===== config.mk =====
export PLATFORM = sky130hd
export DESIGN_NAME = usb2_ts_in_packer
export DESIGN_NICKNAME = d
export VERILOG_FILES = /design/src/rtl/usb2_ts_in_packer.sv
export SDC_FILE = /design/constraint.sdc
export NUM_CORES = 1
export LEC_CHECK = 0
export BUFFER_PORTS_ARGS = -buffer_cell sky130_fd_sc_hd__buf_2
export CAP_MARGIN = 20
export CORE_MARGIN = 2
export CORE_UTILIZATION = 50
export CTS_BUF_LIST = sky130_fd_sc_hd__clkbuf_8
export CTS_CLUSTER_SIZE = 14
export DETAILED_ROUTE_END_ITERATION = 8
export PLACE_DENSITY = 0.82
export SLEW_MARGIN = 15
export SYNTH_ARGS = -nofsm -noshare
export SYNTH_HDL_FRONTEND = slang
export SYNTH_SLANG_ARGS = --single-unit

===== constraint.sdc =====
create_clock -name ext_clk -period 6.1 [get_ports ext_clk]
set_input_delay 1.22 -clock ext_clk [delete_from_list [all_inputs] [get_ports ext_clk]]
set_output_delay 1.22 -clock ext_clk [all_outputs]
set_load 0.005 [all_outputs]

===== src/rtl/usb2_ts_in_packer.sv =====
// usb2_ts_in_packer: packs a TS byte stream into USB IN endpoint packets, committing
// on a full packet, an explicit flush, or an idle timeout.
module usb2_ts_in_packer #(
    parameter int PKT_LEN = 512,
    parameter int TIMEOUT = 60000
) (
    input  logic        ext_clk,
    input  logic        reset,
    input  logic [7:0]  ts_data,
    input  logic        ts_valid,
    input  logic        ts_start,
    output logic        ts_ready,
    input  logic        flush,
    output logic [10:0] buf_in_addr,
    output logic [7:0]  buf_in_data,
    output logic        buf_in_wren,
    input  logic        buf_in_ready,
    output logic        buf_in_commit,
    output logic [10:0] buf_in_commit_len,
    input  logic        buf_in_commit_ack,
    output logic [15:0] stat_pkts,
    output logic [7:0]  err_sync
);
    typedef enum logic [1:0] {WAIT_BUF, FILL, COMMIT, ACK_LOW} state_t;
    state_t state, state_nx;
    logic [10:0] count, count_inc;
    logic [15:0] timer;
    logic accept, timeout_hit, go_commit, ack_seen;

    assign ts_ready    = state == FILL;
    assign accept      = ts_ready && ts_valid;
    assign count_inc   = count + 11'd1;
    assign timeout_hit = count != 11'd0 && timer == 16'(TIMEOUT - 1);
    // An accept landing with a flush or timeout is folded into that same commit.
    assign go_commit   = accept ? (count_inc == 11'(PKT_LEN) || flush || timeout_hit)
                                : (count != 11'd0 && (flush || timeout_hit));
    assign ack_seen    = buf_in_commit && buf_in_commit_ack;

    always_comb begin
        state_nx = state;
        case (state)
            WAIT_BUF: state_nx = buf_in_ready ? FILL : WAIT_BUF;
            FILL:     state_nx = go_commit ? COMMIT : FILL;
            COMMIT:   state_nx = ack_seen ? ACK_LOW : COMMIT;
            ACK_LOW:  state_nx = buf_in_commit_ack ? ACK_LOW : WAIT_BUF;
            default:  state_nx = WAIT_BUF;
        endcase
    end

    always_ff @(posedge ext_clk) begin
        if (reset) begin
            state             <= WAIT_BUF;
            count             <= '0;
            timer             <= '0;
            buf_in_addr       <= '0;
            buf_in_data       <= '0;
            buf_in_wren       <= 1'b0;
            buf_in_commit     <= 1'b0;
            buf_in_commit_len <= '0;
            stat_pkts         <= '0;
            err_sync          <= '0;
        end else begin
            state         <= state_nx;
            buf_in_wren   <= accept;
            // Commit rises one cycle after entering COMMIT, so never alongside the last wren.
            buf_in_commit <= state == COMMIT && !ack_seen;
            timer         <= (accept || state != FILL || count == 11'd0 || go_commit) ? 16'd0 : timer + 16'd1;
            if (state == WAIT_BUF && buf_in_ready)
                count <= '0;
            if (accept) begin
                buf_in_addr <= count;
                buf_in_data <= ts_data;
                count       <= count_inc;
                if (ts_start && ts_data != 8'h47 && err_sync != 8'hff)
                    err_sync <= err_sync + 8'd1;
            end
            if (state == FILL && go_commit)
                buf_in_commit_len <= accept ? count_inc : count;
            if (ack_seen)
                stat_pkts <= stat_pkts + 16'd1;
        end
    end
endmodule


==> results.ini, run 1 <==
[yosys]
syn_area_sq_um=3954
yosysTopAreaCellShare_pct=43.04
yosysSeqAreaShare_pct=43.04
avgSynthCellArea_sq_um=8.521
synth_edf_count=0
synth_warnings=0
yosysTopAreaCell=dfxtp_1
synth_cell_types=49
synthFlopType=dfxtp_1
async_reset_ff_share_pct=0
synth_seq_cells=85
syn_inst=464
syn_nets=485
synth_area_leaders=dfxtp_1 (43%), nand2_1 (6.4%), xnor2_1 (6.0%)

[pwr]
p_int_mw=0.7388
clockPowerShare_pct=37.9
powerDensity_nw_per_um2=219.8
comb_power_share_pct=5.1
power_frac_seq_pct=57.0
switching_share_pct=25.14
switchingPower_mw=0.2481
p_leak_nw=1.708
fin_total_pwr_mw=0.9869
ir_worst_vdd_mv=0.1317

[setup_path]
worstPathArrival_ns=3.32
worst-setup-path-type=input port to flop
reg2reg_from=state[1]$_SDFF_PP0_
endpoint_kind=flop
critPathRequiredTime_ns=6.33
startpoint_type=input port
cp_max_fo=34
cpMaxStageDelayCell=inv_1
cp_top_family=buffers and inverters
cp_slowest_stage_delay_ns=0.69
r2r_end=err_sync[7]$_SDFFE_PP0P_
ff2ff_path_depth=7
crit_buf_inv=3
cp_cell_sequence=buf_2 -> nand3b_1 -> buf_4 -> inv_1 -> o211ai_2 -> nor4_1 -> xnor2_1 -> nor2_1
r2r_slack_ns=3.49
crit_cells=8

[placement]
dp_hpwl_um=6057
portBuffers=71
gp_congestion=0.8130
place_ws_ns=2.633
dp_cells=612

[sta]
max_freq_mhz=323.2
finalSetupTns_ns=0
min_period_over_period_pct=50.72
rsz0062_at_grt=false
maxSlewViolCount=0
final-setup-viol-count=0
hold_viol=0
worst_slew_pin_slew_ns=0.8915
skew_ns=0.01336
finalCriticalPeriod_ns=3.094
fin_ws_ns=3.006
relSlewSlack_pct=40.50

[die]
row_count=32
die_h_um=92.93
dieArea_sq_um=8635
pin_count=72
core-area_sq_um=7687
start_util_pct=51.43
die_w_um=92.93

[routing]
drt_pass1_iterations=5
ant_nets=0
wl_um=8748
wl_per_cell_um=13.93
drc=0
vias_per_cell=5.452
num_vias=3424
drtIter0Drc=251

[clock_network]
cts_setup_buffers=0
clockBufferDepth=2
cts_hold_buffers=0
cts_resized=0
cts_buffers=9
htree_levels=3
clk_pin_slew_ns=0.09
clkLatencyLatePin_ns=0.36
cts_root_buffer=clkbuf_8
cts_tree=yes
clock_sinks=85

[global_route]
antenna_found_initial=0
grt_pass1_wl_um=14290
grtUsageTotal_pct=20.58
grt_max_degree=82
grt_overflow_total=0
grt_pass1_vias=3056

[run_status]
status=finished clean

[finish]
final_cell_mix=dfxtp_1 (85), buf_2 (71), nand2_1 (67)
syn_to_final_growth_pct=13.58
nFillCells=717
layout_commonest_cell=dfxtp_1
layout.nets=542
instances_no_fill=628
layout-drive-gt1-share_pct=21.10
diodes=0

[hold_path]
min-delay-start=buf_in_data[4]$_SDFFE_PP0P_
hold_depth=2
holdPathEnd=buf_in_data[4]$_SDFFE_PP0P_
hp-class=flop to flop

[job]
drv_cap=0

[synth_stat cells (6+ instances only)]
| cell | n |
|---|---|
| ha_1 | 6 |
| xnor2_1 | 27 |
| o21ai_0 | 9 |
| mux2_4 | 8 |
| nor3_1 | 11 |
| a21oi_1 | 36 |
| nand4_1 | 11 |
| nor4_1 | 11 |
| nand2_1 | 67 |
| inv_1 | 10 |
| nor2b_1 | 15 |
| dfxtp_1 | 85 |
| nor2_1 | 61 |
| clkbuf_1 | 14 |
| nand3_1 | 17 |
| xor2_1 | 13 |
[logic make-up after synthesis]
group	count (synthesis)	synth area share [%]
AO/OA/AOI/OAI	63	10.22
XOR/XNOR	40	8.861
adder cells (fa/ha/maj)	6	1.899
buffers and inverters	37	4.652
flip-flops	85	43.04
multiplexers	14	4.652
AND/OR/NAND/NOR	219	26.68
[power by group through the flow]
stage / clock network, mW / registers [mW] / logic (mW)
finish: 0.374 / 0.563 / 0.0506
global route: 0.406 / 0.564 / 0.0562
CTS: 0.380 / 0.563 / 0.0507
detailed placement: 0 / 0.576 / 0.0506
global placement: 0 / 0.575 / 0.0492
floorplan: 0 / 0.575 / 0.0340
[area by class of cell]
type                    instances  area [sq um]  share of cell area (%)
multi-input cells             342          2068                   46.06
inverters                      10         37.54                  0.8359
clock buffers                  10         137.6                   3.065
well taps                     102         127.6                   2.842
repair buffers                 73         370.4                   8.247
clock inverters                 6         47.55                   1.059
flip-flops and latches         85          1702                   37.89
[worst max path at each step]
stage	from	end	slack, ns
final	ts_valid	err_sync[7]$_SDFFE_PP0P_	3.01
after global routing	ts_valid	err_sync[5]$_SDFFE_PP0P_	2.76
after CTS	ts_valid	err_sync[7]$_SDFFE_PP0P_	3.03
after detailed placement	ts_valid	err_sync[5]$_SDFFE_PP0P_	2.63
after global placement	ts_valid	err_sync[7]$_SDFFE_PP0P_	2.70
after floorplan	ts_data[3]	err_sync[0]$_SDFFE_PP0P_	3.50
[sequential cells by signal, indices dropped and copies added, names as in the netlist, 2 cells and up]
name	cells
stat_pkts	16
timer	16
buf_in_addr	11
buf_in_commit_len	11
count	11
buf_in_data	8
err_sync	8
state	2
[metal layers]
layer | wire length [um] | share of wire, % | GRT usage, % | vias up
met1 | 3775 | 43 | 25.55 | 1593
met2 | 4152 | 47 | 32.85 | 122
met4 | 121 | 1.4 | 7.230 | 0
met3 | 699 | 8.0 | 7.567 | 18
met5 | 0 | 0 | 0 | -
li1 | - | - | - | 1691
[worst register-to-register path: stages, from the launching register on]
cell	delay, ns
dfxtp_1	0.40
nand3b_1	0.20
buf_4	0.25
inv_1	0.70
o211ai_2	0.36
nor4_1	0.38
xnor2_1	0.16
nor2_1	0.05
[stage by stage]
step	utilization [%]	hold WS, ns	cell area (sq um)
floorplan	-	0.4302	3954
global placement	56.01	0.4413	4305
detailed placement	56.01	0.4451	4305
CTS	58.41	0.4573	4491
global route	58.41	0.4814	4491
finish	58.41	0.4566	4491
Power figures use the tool's default switching activity.
==> run 2, diff against run 1 <==
--- a/config.mk
+++ b/config.mk
@@ -12,7 +12,7 @@
 export CTS_BUF_LIST = sky130_fd_sc_hd__clkbuf_8
 export CTS_CLUSTER_SIZE = 14
 export DETAILED_ROUTE_END_ITERATION = 8
-export PLACE_DENSITY = 0.82
+export PLACE_DENSITY = 0.85
 export SLEW_MARGIN = 15
 export SYNTH_ARGS = -nofsm -noshare
 export SYNTH_HDL_FRONTEND = slang
==> constraint.sdc (replaced) <==
create_clock -name ext_clk -period 2.5 [get_ports ext_clk]
set_input_delay 0.5 -clock ext_clk [delete_from_list [all_inputs] [get_ports ext_clk]]
set_output_delay 0.5 -clock ext_clk [all_outputs]
set_load 0.005 [all_outputs]
==> results.ini, run 2 (same netlist as run 1, synthesis figures left out) <==
[clock_network]
cts_buffers=9  ; unchanged
cts_tree=yes
clk_pin_slew_ns=0.08  ; about the same
clock_sinks=85  ; unchanged
cts_root_buffer=clkbuf_8
htree_levels=3  ; unchanged
cts_resized=0  ; unchanged
clkLatencyLatePin_ns=0.37  ; about the same
cts_setup_buffers=0  ; unchanged
cts_hold_buffers=0  ; unchanged
clockBufferDepth=2  ; unchanged

[finish]
nFillCells=711  ; -0.84%
layout.nets=550  ; +1.5%
regArea_sq_um=1702  ; unchanged
layout-drive-gt1-share_pct=22.28  ; +1.2 points
syn_to_final_growth_pct=15.16
layout_commonest_cell=dfxtp_1
multi_input_area_sq_um=2068  ; unchanged
top_regs=stat_pkts: 16 flops, timer: 16 flops
final_cell_mix=dfxtp_1 (85), buf_2 (71), nand2_1 (67)
diodes=0  ; unchanged

[global_route]
grtUsageTotal_pct=21.12  ; +0.54 points
grt_max_degree=41  ; -50%
antenna_found_initial=0  ; unchanged
grt_pass1_wl_um=14540  ; +1.7%
grt_overflow_total=0  ; unchanged
grt_pass1_vias=3087  ; +1.0%

[sta]
relSlewSlack_pct=52.28  ; +12 points
hold_viol=0  ; unchanged
skew_ns=0.008840  ; -0.004521 ns
finalSetupTns_ns=0  ; unchanged
final-setup-viol-count=0  ; unchanged
finalCriticalPeriod_ns=2.294
holdWs_ns=0.3836  ; -0.07297 ns
min_period_over_period_pct=91.75
maxSlewViolCount=0  ; unchanged
worst_slew_pin_slew_ns=0.7159  ; -0.1756 ns
rsz0062_at_grt=false
max_freq_mhz=436.0

[setup_path]
cp_max_fo=13  ; -62%
worst-setup-path-type=flop to flop
cp_slowest_stage_delay_ns=0.46  ; -0.23 ns
endpoint_kind=flop
startpoint_type=flop
crit_buf_inv=0  ; -3
worstPathArrival_ns=2.55  ; -0.77 ns
critPathRequiredTime_ns=2.75  ; -3.58 ns
cp_cell_sequence=ha_1 -> and4_1 -> mux2i_1 -> o32ai_1 -> a32o_2 -> mux2_2
cpMaxStageDelayCell=a32o_2
cp_top_family=compound AO/OA/AOI/OAI gates

[pwr]
p_leak_nw=1.749  ; +2.4%
powerDensity_nw_per_um2=523.9  ; +140%
fin_total_pwr_mw=2.385  ; +140%
ir_worst_vdd_mv=0.3096  ; +140%

[routing]
wl_per_cell_um=13.67  ; -1.9%
drt_pass1_iterations=4  ; -1
routed.top_layer=met4
num_vias=3416  ; -0.23%
wl_um=8695  ; -0.61%
drc=0  ; unchanged
drtIter0Drc=298  ; +19%
met2_length_um=4092  ; -1.4%
ant_nets=0  ; unchanged
wl_met1_um=3781  ; +0.16%
wl_met3_um=714  ; +2.1%
vias_per_cell=5.371  ; -1.5%

[die]
core-area_sq_um=7687  ; unchanged
die_w_um=92.93  ; unchanged
start_util_pct=51.43  ; unchanged
row_count=32  ; unchanged
dieArea_sq_um=8635  ; unchanged
die_h_um=92.93  ; unchanged
pin_count=72  ; unchanged

[placement]
dp_hpwl_um=6118  ; +1.0%
gp_congestion=0.8407  ; +3.4%
portBuffers=71  ; unchanged

[run_status]
status=finished clean

[job]
drv_cap=0  ; unchanged

[hold_path]
hp-class=input port to flop

-- run 2: cell types whose count changed in the layout (fill, tap and decap cells not counted), sizes merged --
| cell | delta |
|---|---|
| buf | +8 |
| clkbuf | -1 |
| clkinvlp | +1 |
-- run 2: layer usage --
layer,global-route usage (%),up-vias
met4,6.740,0
met2,33.57,98
met3,7.404,9
met1,26.85,1606
li1,-,1703
met5,0,-
-- run 2: path summary, 6_finish.rpt --
| check | start | to | slack (ns) | depth (start not counted) |
|---|---|---|---|---|
| setup / recovery | count[1]$_SDFFE_PP0P_ | buf_in_commit_len[10]$_SDFFE_PP0P_ | 0.21 | 6 |
| hold / removal | ts_data[1] | buf_in_data[1]$_SDFFE_PP0P_ | 0.38 | 3 |
| setup reg to reg | count[1]$_SDFFE_PP0P_ | buf_in_commit_len[10]$_SDFFE_PP0P_ | 0.21 | 6 |
| hold reg to reg | buf_in_addr[6]$_SDFFE_PP0P_ | buf_in_addr[6]$_SDFFE_PP0P_ | 0.46 | 2 |
-- run 2: layout make-up --
cell class,count,area share (%)
multi-input cells,342,45.42
flip-flops and latches,85,37.37
repair buffers,81,9.728
well taps,102,2.803
clock buffers,9,2.721
clock inverters,7,1.127
inverters,10,0.8244
-- run 2: metrics by stage --
step           setup WS (ns)  utilization, %  std cells  instance area [sq um]
4_1_cts               0.2099           59.23        636                   4553
6_report              0.2064           59.23        636                   4553
2_1_floorplan         0.5868               -        464                   3954
3_5_place_dp          0.2565           56.95        620                   4378
3_3_place_gp          0.2775           56.95        620                   4378
5_1_grt              0.05071           59.23        636                   4553
-- run 2: where the power goes --
group | switching [mW] | total, mW | internal [mW] | leakage [nW]
clock network | 0.515 | 0.880 | 0.365 | 0.0909
logic | 0.0839 | 0.132 | 0.0477 | 0.972
registers | 0.00975 | 1.37 | 1.36 | 0.686
-- run 2: worst register-to-register path, stage by stage (launching register included) --
cell     delay [ns]
dfxtp_1        0.44
ha_1           0.35
and4_1         0.24
mux2i_1        0.08
o32ai_1        0.23
a32o_2         0.46
mux2_2         0.39
==> run 3, diff against run 2 <==
--- a/config.mk
+++ b/config.mk
@@ -5,6 +5,8 @@
 export SDC_FILE = /design/constraint.sdc
 export NUM_CORES = 1
 export LEC_CHECK = 0
+export ABC_AREA = 1
+export ABC_CLOCK_PERIOD_IN_PS = 2500
 export BUFFER_PORTS_ARGS = -buffer_cell sky130_fd_sc_hd__buf_2
 export CAP_MARGIN = 20
 export CORE_MARGIN = 2
==> results.ini, run 3 <==
[finish]
final_cell_mix=nand2_1 (104), dfxtp_1 (85), nor2_1 (74)
layout_commonest_cell=nand2_1
diodes=0  ; unchanged
layout.nets=650  ; +18%
final_cell_area_sq_um=4582  ; +0.63%
syn_to_final_growth_pct=14.33
layout-drive-gt1-share_pct=16.88  ; -5.4 points
utilization_pct=59.29  ; +0.066 points
top_regs=stat_pkts: 16 flops, timer: 16 flops
instances_no_fill=736  ; +16%

[yosys]
synth_cell_types=32  ; -35%
yosysTopAreaCell=dfxtp_1
synth_area_leaders=dfxtp_1 (42%), nand2_1 (9.7%), nor2_1 (7.0%)
yosys-top-cells-count=nand2_1 (104), dfxtp_1 (85), nor2_1 (75), inv_1 (62), a21oi_1 (49)
synthFlopType=dfxtp_1
syn_inst=563  ; +21%
yosysSeqAreaShare_pct=42.46  ; -0.58 points
async_reset_ff_share_pct=0  ; unchanged
synth_edf_count=0  ; unchanged
syn_nets=584  ; +20%
syn_area_sq_um=4008  ; +1.4%
yosysTopAreaCellShare_pct=42.46  ; -0.58 points
synth.most_common_cell=nand2_1
avgSynthCellArea_sq_um=7.118  ; -16%
synth_warnings=0  ; unchanged
synth_seq_cells=85  ; unchanged

[sta]
relSlewSlack_pct=55.56  ; +3.3 points
final-setup-viol-count=0  ; unchanged
worst_slew_pin_slew_ns=0.6625  ; -0.05341 ns
holdWs_ns=0.3843  ; +0.0006980 ns
rsz0062_at_grt=false
maxSlewViolCount=0  ; unchanged
min_period_over_period_pct=80.60  ; -11 points
finalSetupTns_ns=0  ; unchanged
skew_ns=0.005253  ; -0.003587 ns
hold_viol=0  ; unchanged
finalCriticalPeriod_ns=2.015  ; -0.2787 ns
max_freq_mhz=496.3  ; +14%
fin_ws_ns=0.4851  ; +0.2787 ns

[setup_path]
cp_slowest_stage_delay_ns=0.38  ; -0.08 ns
cp_top_family=simple AND/OR/NAND/NOR gates
worst-setup-path-type=flop to flop
cpMaxStageDelayCell=dfxtp_1
cp_cell_sequence=ha_1 -> nand3_2 -> nor2_4 -> nand3_1 -> nand2_1 -> nand2_1 -> nor2_1 -> nand2_1 -> nand2_2 -> nand3_1 -> nand2_1 -> nor2_1
endpoint_kind=flop
crit_buf_inv=0  ; unchanged
worstPathArrival_ns=2.27  ; -0.28 ns
critPathRequiredTime_ns=2.75  ; about the same
startpoint_type=flop
cp_max_fo=23  ; +10
path_common_cell=nand2_1

[clock_network]
cts_buffers=9  ; unchanged
cts_setup_buffers=0  ; unchanged
clk_pin_slew_ns=0.08  ; about the same
clock_sinks=85  ; unchanged
cts_hold_buffers=0  ; unchanged
clockBufferDepth=2  ; unchanged
cts_resized=0  ; unchanged
htree_levels=3  ; unchanged
cts_tree=yes
cts_root_buffer=clkbuf_8
clkLatencyLatePin_ns=0.36  ; about the same

[routing]
drc=0  ; unchanged
routed.top_layer=met4
wl_um=9343  ; +7.5%
vias_per_cell=5.246  ; -2.3%
num_vias=3861  ; +13%
drtIter0Drc=271  ; -9.1%
ant_nets=0  ; unchanged
met2_length_um=4267  ; +4.3%
wl_per_cell_um=12.69  ; -7.1%
wl_met3_um=589  ; -18%
drt_pass1_iterations=5  ; +1
wl_met1_um=4304  ; +14%

[placement]
place_ws_ns=0.4446  ; +0.1881 ns
portBuffers=71  ; unchanged
gp_congestion=0.9038  ; +7.5%
place_area_sq_um=4395  ; +0.40%
dp_hpwl_um=6763  ; +11%
dp_cells=720  ; +16%

[global_route]
grt_pass1_vias=3675  ; +19%
grt_max_degree=42  ; +2.4%
grt_pass1_wl_um=15880  ; +9.3%
antenna_found_initial=0  ; unchanged
grt_overflow_total=0  ; unchanged
grtUsageTotal_pct=22.41  ; +1.3 points

[pwr]
ir_worst_vdd_mv=0.3173  ; +2.5%
p_leak_nw=1.936  ; +11%
powerDensity_nw_per_um2=543.5  ; +3.7%
switching_share_pct=25.25  ; -0.27 points
power_frac_seq_pct=56.1  ; -1.5 points
clockPowerShare_pct=36.1  ; -0.8 points
comb_power_share_pct=7.8  ; +2.3 points
fin_total_pwr_mw=2.490  ; +4.4%
switchingPower_mw=0.6289  ; +3.3%
p_int_mw=1.861  ; +4.8%

[hold_path]
hp-class=input port to flop

[die]
core-area_sq_um=7727  ; +0.52%
row_count=32  ; unchanged
die_w_um=93.53  ; +0.65%
start_util_pct=51.86  ; +0.43 points
pin_count=72  ; unchanged
die_h_um=93.53  ; +0.65%
dieArea_sq_um=8747  ; +1.3%

[job]
drv_cap=0  ; unchanged

[run_status]
status=finished clean

## run 3: cell types whose count changed after synthesis, moves of 7 or more
cell and delta:
nor2_1 +14, a21oi_1 +13, inv_1 +52, o21ai_0 +27
xnor2_1 -18, nand3_1 +23, mux2_4 -8, nand2_1 +37
nor3_1 +20, nor4_1 -7, nor2b_1 -15
## run 3: power groups by stage
stage               registers, mW  logic [mW]  clock network (mW)
global placement             1.43       0.187                   0
floorplan                    1.43       0.129                   0
global route                 1.40       0.220               0.971
CTS                          1.40       0.195               0.921
finish                       1.40       0.194               0.900
detailed placement           1.43       0.194                   0
## run 3: final cells by class
cell class | count | area [sq um]
timing repair buffer | 77 | 400.4
tap | 102 | 127.6
multi-input combinational | 389 | 1914
clock inverter | 5 | 35.03
clock buffer | 11 | 151.4
inverter | 67 | 251.5
sequential | 85 | 1702
fill | 732 | 3146
## run 3: cell families (layout without fill, tap and decap cells)
group	count (synthesis)	after routing	synth area share, %
simple gates	272	272	29.78
compound gates	93	93	12.11
buf+inv	89	160	9.834
flops	85	85	42.46
xor+xnor	18	18	3.934
fa+ha+maj	6	6	1.873
## run 3: final timing paths
| kind | start | end | slack [ns] | cells after the start |
|---|---|---|---|---|
| hold / removal | ts_data[6] | buf_in_data[6]$_SDFFE_PP0P_ | 0.38 | 3 |
| setup reg to reg | count[1]$_SDFFE_PP0P_ | buf_in_commit_len[2]$_SDFFE_PP0P_ | 0.49 | 12 |
| hold reg to reg | stat_pkts[12]$_SDFFE_PP0P_ | stat_pkts[12]$_SDFFE_PP0P_ | 0.47 | 2 |
| setup / recovery | count[1]$_SDFFE_PP0P_ | buf_in_commit_len[2]$_SDFFE_PP0P_ | 0.49 | 12 |
## run 3: layer usage
layer | GRT usage [%] | vias to the layer above
li1 | - | 1951
met2 | 36.57 | 126
met1 | 28.17 | 1761
met5 | 0 | -
met3 | 5.721 | 23
met4 | 9.191 | 0
## run 3: worst reg2reg max path, delay by kind of cell, from the launching register on
family	cells	cell delay (ns)
AND/OR/NAND/NOR	11	1.31
flip-flops	1	0.38
adder cells (fa/ha/maj)	1	0.23
